**src/rtl/inet_csum_pkg.sv**
```systemverilog
// Shared types and helpers for the streaming Internet checksum engine.
package inet_csum_pkg;

   localparam int ACC_W = 32;

   typedef enum logic [2:0] {
      IDLE,
      ACC,
      FOLD1,
      FOLD2,
      OUT
   } csum_state_e;

   // End-around carry: add the carry out of bit 15 back into the low word
   function automatic logic [15:0] fold16(input logic [16:0] s);
      return s[15:0] + {15'd0, s[16]};
   endfunction

endpackage

```
**src/rtl/csum_lane_adder.sv**
```systemverilog
// Beat sum: masks unkept bytes on the last beat, then adds the 16-bit words of one beat.
module csum_lane_adder #(
   parameter int DATA_W = 32
) (
   input  logic [DATA_W-1:0]   data,
   input  logic [DATA_W/8-1:0] keep,
   input  logic                last,
   output logic [19:0]         beat_sum
);

   localparam int NB = DATA_W / 8;
   localparam int NW = DATA_W / 16;

   logic [DATA_W-1:0] masked;

   // Keep bit b guards byte lane b, so the MSB keep bit covers byte 0 in the MSBs
   always_comb begin
      masked = data;
      if (last) begin
         for (int b = 0; b < NB; b++) begin
            masked[8*b +: 8] = keep[b] ? data[8*b +: 8] : 8'h00;
         end
      end
   end

   always_comb begin
      beat_sum = '0;
      for (int w = 0; w < NW; w++) begin
         beat_sum = beat_sum + {4'd0, masked[16*w +: 16]};
      end
   end

endmodule

```
**src/rtl/inet_checksum_stream.sv**
```systemverilog
// Streaming RFC 1071 checksum over a valid/ready packet stream with a seeded start.
// Define INET_CSUM_VERIFY_EN to add the out_ok receive-side check output.
module inet_checksum_stream
   import inet_csum_pkg::*;
#(
   parameter int DATA_W       = 32,
   parameter int ZERO_TO_FFFF = 0
) (
   input  logic                clk,
   input  logic                reset_p,
   input  logic [15:0]         in_seed,
   input  logic [DATA_W-1:0]   in_data,
   input  logic [DATA_W/8-1:0] in_keep,
   input  logic                in_valid,
   input  logic                in_last,
   output logic                in_ready,
   output logic [15:0]         out_csum,
   output logic                out_valid,
   input  logic                out_ready
`ifdef INET_CSUM_VERIFY_EN
   ,
   output logic                out_ok
`endif
);

   csum_state_e      state;
   logic [ACC_W-1:0] acc;
   logic [16:0]      s1;
   logic [15:0]      s2;

   logic [19:0]      beat_sum;
   logic             beat_xfer;
   logic [ACC_W-1:0] acc_first;
   logic [ACC_W-1:0] acc_more;
   logic [15:0]      s2_next;

   csum_lane_adder #(
      .DATA_W(DATA_W)
   ) u_lane_adder (
      .data     (in_data),
      .keep     (in_keep),
      .last     (in_last),
      .beat_sum (beat_sum)
   );

   // Refolding acc[31:16] into every beat keeps acc below 2^21 for any packet length
   assign beat_xfer = in_valid && in_ready;
   assign acc_first = {16'd0, in_seed} + {12'd0, beat_sum};
   assign acc_more  = {16'd0, acc[15:0]} + {16'd0, acc[31:16]} + {12'd0, beat_sum};
   assign s2_next   = fold16(s1);

   function automatic logic [15:0] final_csum(input logic [15:0] s);
      logic [15:0] c;
      c = ~s;
      if ((ZERO_TO_FFFF != 0) && (c == 16'h0000)) begin
         c = 16'hFFFF;
      end
      return c;
   endfunction

   // in_ready is registered so it is low throughout reset and rises one cycle after it
   always_ff @(posedge clk) begin
      if (reset_p) begin
         state     <= IDLE;
         acc       <= '0;
         s1        <= '0;
         s2        <= '0;
         out_csum  <= 16'h0000;
         out_valid <= 1'b0;
         in_ready  <= 1'b0;
`ifdef INET_CSUM_VERIFY_EN
         out_ok    <= 1'b0;
`endif
      end else begin
         case (state)
            IDLE: begin
               in_ready <= 1'b1;
               if (beat_xfer) begin
                  acc <= acc_first;
                  if (in_last) begin
                     state    <= FOLD1;
                     in_ready <= 1'b0;
                  end else begin
                     state <= ACC;
                  end
               end
            end
            ACC: begin
               if (beat_xfer) begin
                  acc <= acc_more;
                  if (in_last) begin
                     state    <= FOLD1;
                     in_ready <= 1'b0;
                  end
               end
            end
            FOLD1: begin
               s1    <= {1'b0, acc[31:16]} + {1'b0, acc[15:0]};
               state <= FOLD2;
            end
            FOLD2: begin
               s2        <= s2_next;
               out_csum  <= final_csum(s2_next);
               out_valid <= 1'b1;
`ifdef INET_CSUM_VERIFY_EN
               out_ok    <= (s2_next == 16'hFFFF);
`endif
               state     <= OUT;
            end
            OUT: begin
               out_csum <= final_csum(s2);
               if (out_ready) begin
                  out_valid <= 1'b0;
                  in_ready  <= 1'b1;
                  state     <= IDLE;
               end
            end
            default: begin
               state    <= IDLE;
               in_ready <= 1'b0;
            end
         endcase
      end
   end

endmodule

```
**config.mk**
```make
export PLATFORM = sky130hd
export DESIGN_NAME = inet_checksum_stream
export DESIGN_NICKNAME = d
export VERILOG_FILES = /design/src/rtl/inet_csum_pkg.sv /design/src/rtl/csum_lane_adder.sv /design/src/rtl/inet_checksum_stream.sv
export SDC_FILE = /design/constraint.sdc
export NUM_CORES = 1
export LEC_CHECK = 0
export CORE_MARGIN = 3
export CORE_UTILIZATION = 53
export DETAILED_ROUTE_END_ITERATION = 12
export GPL_TIMING_DRIVEN = 0
export PLACE_DENSITY = 0.8
export SLEW_MARGIN = 30
export SYNTH_ARGS = -nofsm -noshare
export SYNTH_HDL_FRONTEND = slang
export SYNTH_HIERARCHICAL = 1
export SYNTH_SLANG_ARGS = --single-unit
```
**constraint.sdc**
```tcl
create_clock -name clk -period 5.55 [get_ports clk]
set_input_delay 1.11 -clock clk [delete_from_list [all_inputs] [get_ports clk]]
set_output_delay 1.11 -clock clk [all_outputs]
set_load 0.005 [all_outputs]
```
Yosys cells after proc, flatten, opt, wreduce, memory -nomap -nowiden
Index checks and enable logic that the tools add are counted.
{"block": "totals", "output_inout_bits": 18, "in_bits": 57, "ff_bits": 86}
{"block": "classes", "n_reduce_logical": 9, "addsub": 6, "mux": 23, "n_eq_ne": 8, "n_bitwise": 3}
{"op": "32-bit 2-to-1 mux", "count": 3}
{"op": "32-bit one-hot mux with 2 select lines", "count": 1}
{"op": "16-bit by 16-bit adder with 17-bit output", "count": 3}
{"op": "8-bit 2-to-1 mux", "count": 4}
{"op": "16-bit NOT", "count": 2}
{"op": "16-bit one-hot mux with 2 select lines", "count": 1}
{"op": "16-bit by 20-bit adder with 21-bit output", "count": 1}
{"op": "17-bit by 20-bit adder with 21-bit output", "count": 1}
{"op": "16-bit by 1-bit adder with 16-bit output", "count": 1}
{"op": "3-bit one-hot mux with 5 select lines", "count": 1}
{"op": "3-bit 2-to-1 mux", "count": 4}
{"op": "2-bit inequality test (second input constant)", "count": 4}
{"op": "4-bit AND reduction", "count": 2}
{"op": "3-bit by 2-bit == test with 1-bit output (second input constant)", "count": 2}
{"op": "1-bit 2-to-1 mux", "count": 6}
{"op": "1-bit one-hot mux with 4 select lines", "count": 1}
{"op": "2-bit nonzero test", "count": 2}
{"op": "3-bit by 1-bit == test with 1-bit output (second input constant)", "count": 1}
{"op": "3-bit == test (second input constant)", "count": 1}
{"op": "3-bit zero test", "count": 1}
{"op": "3-bit AND reduction", "count": 1}
{"op": "2-bit 2-to-1 mux", "count": 1}
{"op": "1-bit one-hot mux with 2 select lines", "count": 1}
{"op": "2-bit AND reduction", "count": 1}
{"op": "3 further kinds", "count": 3}

Longest topological paths before layout
Gate-level depths: netlist of run 1.
{"block": "logic_depth", "depth_word": 6, "mapped_depth": 19}

Hierarchy
The synthesis of run 1 kept the hierarchy.
{"mod": "inet_checksum_stream", "area_per_inst_um2": 5400.2, "cells_each": 667, "n_inst": 1}
{"mod": "csum_lane_adder", "area_per_inst_um2": 1062.3, "cells_each": 150, "n_inst": 1}

Worst setup path after synthesis of run 1
No wires, ideal clock.
{"block": "synth_timing", "path_kind": "input port to flip-flop", "startpoint": "in in_keep[0]", "endpoint": "reg acc[16]", "arrival_ns": 4.857, "setup_time_ns": 0.131, "path_stages": 19, "path_slack_ns": 0.562, "cell_sequence": "nand2b_1 -> and2_1 -> ha_1 -> fa_1 -> a21o_1 -> a221oi_2 -> nor2_1 -> o22ai_1 -> xnor2_1 -> ha_1 -> ha_1 -> clkbuf_1 -> nand4_1 -> nor2_1 -> a22o_1 -> o21a_1 -> o311ai_0 -> xor2_1 -> a21oi_1"}
{"block": "synth_via", "elab_chain_len": 6}
{"item": "start, declared", "line": "inet_checksum_stream.sv:13", "text": "input logic [DATA_W/8-1:0] in_keep,"}
{"item": "8-bit 2-to-1 mux (*)", "line": "csum_lane_adder.sv:21", "text": "masked[8*b +: 8] = keep[b] ? data[8*b +: 8] : 8'h00;"}
{"item": "32-bit 2-to-1 mux (*)", "line": "csum_lane_adder.sv:19", "text": "if (last) begin"}
{"item": "16-bit by 16-bit adder with 17-bit output (*)", "line": "csum_lane_adder.sv:29", "text": "beat_sum = beat_sum + {4'd0, masked[16*w +: 16]};"}
{"item": "named net beat_sum[8]", "line": "inet_checksum_stream.sv:31", "text": "logic [19:0] beat_sum;"}
{"item": "17-bit by 20-bit adder with 21-bit output / 16-bit by 20-bit adder with 21-bit output (equally long branches)", "line": "inet_checksum_stream.sv:49, inet_checksum_stream.sv:48"}
{"item": "32-bit 2-to-1 mux, on equally long branches", "line": "inet_checksum_stream.sv:89, inet_checksum_stream.sv:78"}
{"item": "32-bit one-hot mux with 2 select lines (*)", "line": "inet_checksum_stream.sv:75", "text": "case (state)"}
{"item": "end signal, assigned", "line": "inet_checksum_stream.sv:79", "text": "acc <= acc_first;"}
{"item": "end signal, assigned", "line": "inet_checksum_stream.sv:90", "text": "acc <= acc_more;"}
{"item": "end, declared", "line": "inet_checksum_stream.sv:27", "text": "logic [ACC_W-1:0] acc;"}
Mark *: on every way through the listed nets, which the timed path passes. The rest lies on a longest branch. The select of a mux whose other input is x is not followed.
A chain may end at the register's enable or synchronous reset.

Final worst setup path of run 1
Same ends and word-level chain as after synthesis.

==> impl_metrics.json, run 1 <==
{
  "synth_xor_area_share_pct": 8.132,
  "grt_pass1_wl_mm": 26.38,
  "synthAdderAreaFrac_pct": 15.57,
  "cp_max_fo": 8,
  "max-vdd-ir-drop_uv": 124.1,
  "synth_edf_count": 0,
  "cp_data_required_time_ns": 5.75,
  "layout_min_cycle_time_ns": 5.345,
  "antenna_left": 0,
  "clk_latency_ns": 0.34,
  "diodes": 0,
  "tightest_slew_ns": 1.003,
  "clock_skew_ns": 0.005370,
  "wl_per_cell_um": 15.38,
  "slew_violations": 0,
  "via_count": 6108,
  "synth-async-reset-ratio_pct": 0,
  "htree_levels": 3,
  "num_io_pins": 75,
  "p_leak_nw": 3.114,
  "port_buffers": 73,
  "drt-total-wl_mm": 16.18,
  "pre_cts_slack_ns": -0.8335,
  "syn_inst": 817,
  "antenna_found_initial": 0,
  "setup_viol": 0,
  "netlist_area_um2": 6462,
  "maxCapViolCount": 0,
  "drt_first_pass_iters": 5,
  "synth.area.mux_share_pct": 0.9293,
  "cts-root-buf": "clkbuf_16",
  "drive_gt1_share_pct": 5.391,
  "synth_simple_gate_area_share_pct": 23.43,
  "ys.flop_type": "dfxtp_1",
  "r2r_slack_ns": 2.37,
  "fmax_mhz": 187.1,
  "syn_to_final_growth_pct": 19.46,
  "tritoncts": "built",
  "synth_top_area_share_pct": 23.23,
  "hold_ws_ns": 0.4557,
  "core-area_um2": 11660,
  "hpwlAfterDp_mm": 13.10,
  "grt_pass1_vias": 5792,
  "grt_usage_pct": 24.24,
  "viasPerCell": 5.806,
  "cpPeakStageDelay_ns": 0.40,
  "synth.area.top_cells": "dfxtp_1 23%, ha_1 13%, nor2_1 6.0%",
  "overflow": 0,
  "synth.yosys.seq_area_share_pct": 23.23,
  "initial_core_util_pct": 55.41,
  "relSlewSlack_pct": 33.02,
  "dieArea_um2": 13550,
  "synth_top_family_by_area": "compound AO/OA/AOI/OAI gates",
  "n_fill_cell": 1028,
  "first_iter_violations": 440,
  "ys_seq_elements": 75,
  "synth.largest_area_cell": "dfxtp_1",
  "synth.avg_cell_area_um2": 7.910,
  "path_class": "in -> reg",
  "hp-class": "reg -> reg",
  "drc": 0,
  "die_w_um": 116.4,
  "crit_path_start_kind": "primary input",
  "final-seq-area_um2": 1501,
  "cts.sinks": 75,
  "power.density_nw_per_um2": 275.1,
  "mostFrequentLayoutCells": "104 x nor2_1, 75 x dfxtp_1, 72 x clkdlybuf4s50_1",
  "status": "finished clean",
  "cts_max_path_buffers": 2,
  "synth_compound_area_share_pct": 24.76,
  "multi_input_area_um2": 4788,
  "crit_chain": "clkdlybuf4s50_1, nand2b_2, and2_1, ha_1, fa_1, a21o_1, a221oi_4, nor2_1, o22ai_1, xnor2_1, ha_1, ha_2, nand4_1, nor2_1, a22o_1, o21a_1, o311ai_2, xor2_1, a21oi_2",
  "cts_made_buffers": 9,
  "setup_slack_ns": 0.2052,
  "synth_cell_types": 71,
  "layout.nets": 1036,
  "hold_viol": 0,
  "cts_hold_buf": 0,
  "ys_warn_count": 6,
  "std_cell_rows": 39,
  "period_share_pct": 96.30,
  "grt_max_degree": 12,
  "gp_congestion": 0.9547,
  "crit_path_end_kind": "flip-flop",
  "clkTransAtPathRegs_ns": 0.06,
  "fp.dieH_um": 116.4,
  "cp.arrival_ns": 5.54,
  "crit_path_top_delay_cell": "fa_1",
  "final_common_cell": "nor2_1",
  "power_mw": 2.124
}
critical path: cells and delay by family:
kind | cells | cell delay (ns)
AOI/OAI and AO/OA | 7 | 1.61
and+or+nand+nor | 5 | 0.76
buffers and inverters | 1 | 0.38
adders and majority gates | 4 | 1.24
xor gates and xnor gates | 2 | 0.44
kinds of logic (layout without fill, tap and decap cells):
kind of cell | after synthesis | after routing
adder cells (fa/ha/maj) | 75 | 75
other | 1 | 3
XOR/XNOR | 60 | 60
AND/OR/NAND/NOR | 307 | 307
buffers and inverters | 60 | 150
AO/OA/AOI/OAI | 233 | 233
flip-flops | 75 | 75
multiplexers | 6 | 6
worst paths after layout:
kind         startpoint  endpoint  depth (start not counted)
min reg2reg       s2[1]     s2[1]                          2
min               s2[1]     s2[1]                          2
max          in_keep[0]   acc[16]                         19
max reg2reg     acc[17]   acc[15]                         11
flip-flops by register name, summed over array words and instances, names as in the netlist:
| name | count |
|---|---|
| acc | 21 |
| s1 | 17 |
| out_csum | 16 |
| s2 | 16 |
| state | 3 |
| in_ready | 1 |
| out_valid | 1 |
synthesized netlist by cell type (4+ instances only):
library cell  instances
a211oi_1             39
a21o_1               21
a21oi_1              69
a221o_1               4
a221oi_1             15
a311oi_1              4
a31oi_1               5
and2_1               41
and3_1               11
buf_2                 6
clkbuf_1             32
dfxtp_1              75
fa_1                  9
ha_1                 66
inv_1                16
mux2i_1               6
nand2_1              60
nand2b_1              9
nand3_1              12
nand4_1              16
nor2_1              104
nor2b_1               9
nor3_1               14
nor3b_1               5
o211ai_1              4
o21a_1                5
o21ai_0              22
or3_1                 8
xnor2_1              33
xor2_1               27
power breakdown:
group	total, mW	switching [mW]	internal (mW)	leakage [nW]
Clock	0.516	0.216	0.301	0.127
Sequential	0.610	0.0390	0.571	0.609
Combinational	0.997	0.558	0.439	2.38
Total	2.12	0.812	1.31	3.11
through the flow:
| step | setup TNS (ns) | cells | area [um2] | util, % |
|---|---|---|---|---|
| 2_1_floorplan | 0 | 819 | 6470 | - |
| 6_report | 0 | 1052 | 7720 | 66.19 |
| 3_5_place_dp | -5.561 | 1035 | 7380 | 63.28 |
| 4_1_cts | 0 | 1051 | 7657 | 65.66 |
| 3_3_place_gp | -5.232 | 1035 | 7380 | 63.28 |
| 5_1_grt | -0.03734 | 1052 | 7720 | 66.19 |
metal layers:
layer	vias to the layer above	GRT usage (%)	wire length (um)
li1	3147	-	-
met1	2745	27.23	6821
met2	177	43.94	7894
met3	39	3.264	733
met4	0	13.38	727
met5	-	0	0
layout make-up:
class,instances,share of cell area [%]
Sequential cell,75,19.45
Tap cell,143,2.318
Inverter,16,0.7780
Multi-Input combinational cell,684,62.03
Clock buffer,13,3.112
Buffer,41,2.334
Timing Repair Buffer,77,9.789
Clock inverter,3,0.1945
repair_timing:
action / in CTS / in global routing
pin swaps: 1 / 4
gates resized for setup: 6 / 13
setup endpoints to repair: 9 / 8
setup buffers: 1 / 3
Power figures use the tool's default switching activity.
==> run 2, diff against run 1 <==
--- a/config.mk
+++ b/config.mk
@@ -7,6 +7,7 @@
 export LEC_CHECK = 0
 export CORE_MARGIN = 3
 export CORE_UTILIZATION = 53
+export CTS_CLUSTER_DIAMETER = 30
 export DETAILED_ROUTE_END_ITERATION = 12
 export GPL_TIMING_DRIVEN = 0
 export PLACE_DENSITY = 0.8
==> results of run 2 <==
Same layout as run 1: the final DEF is identical, and so are final timing and power.
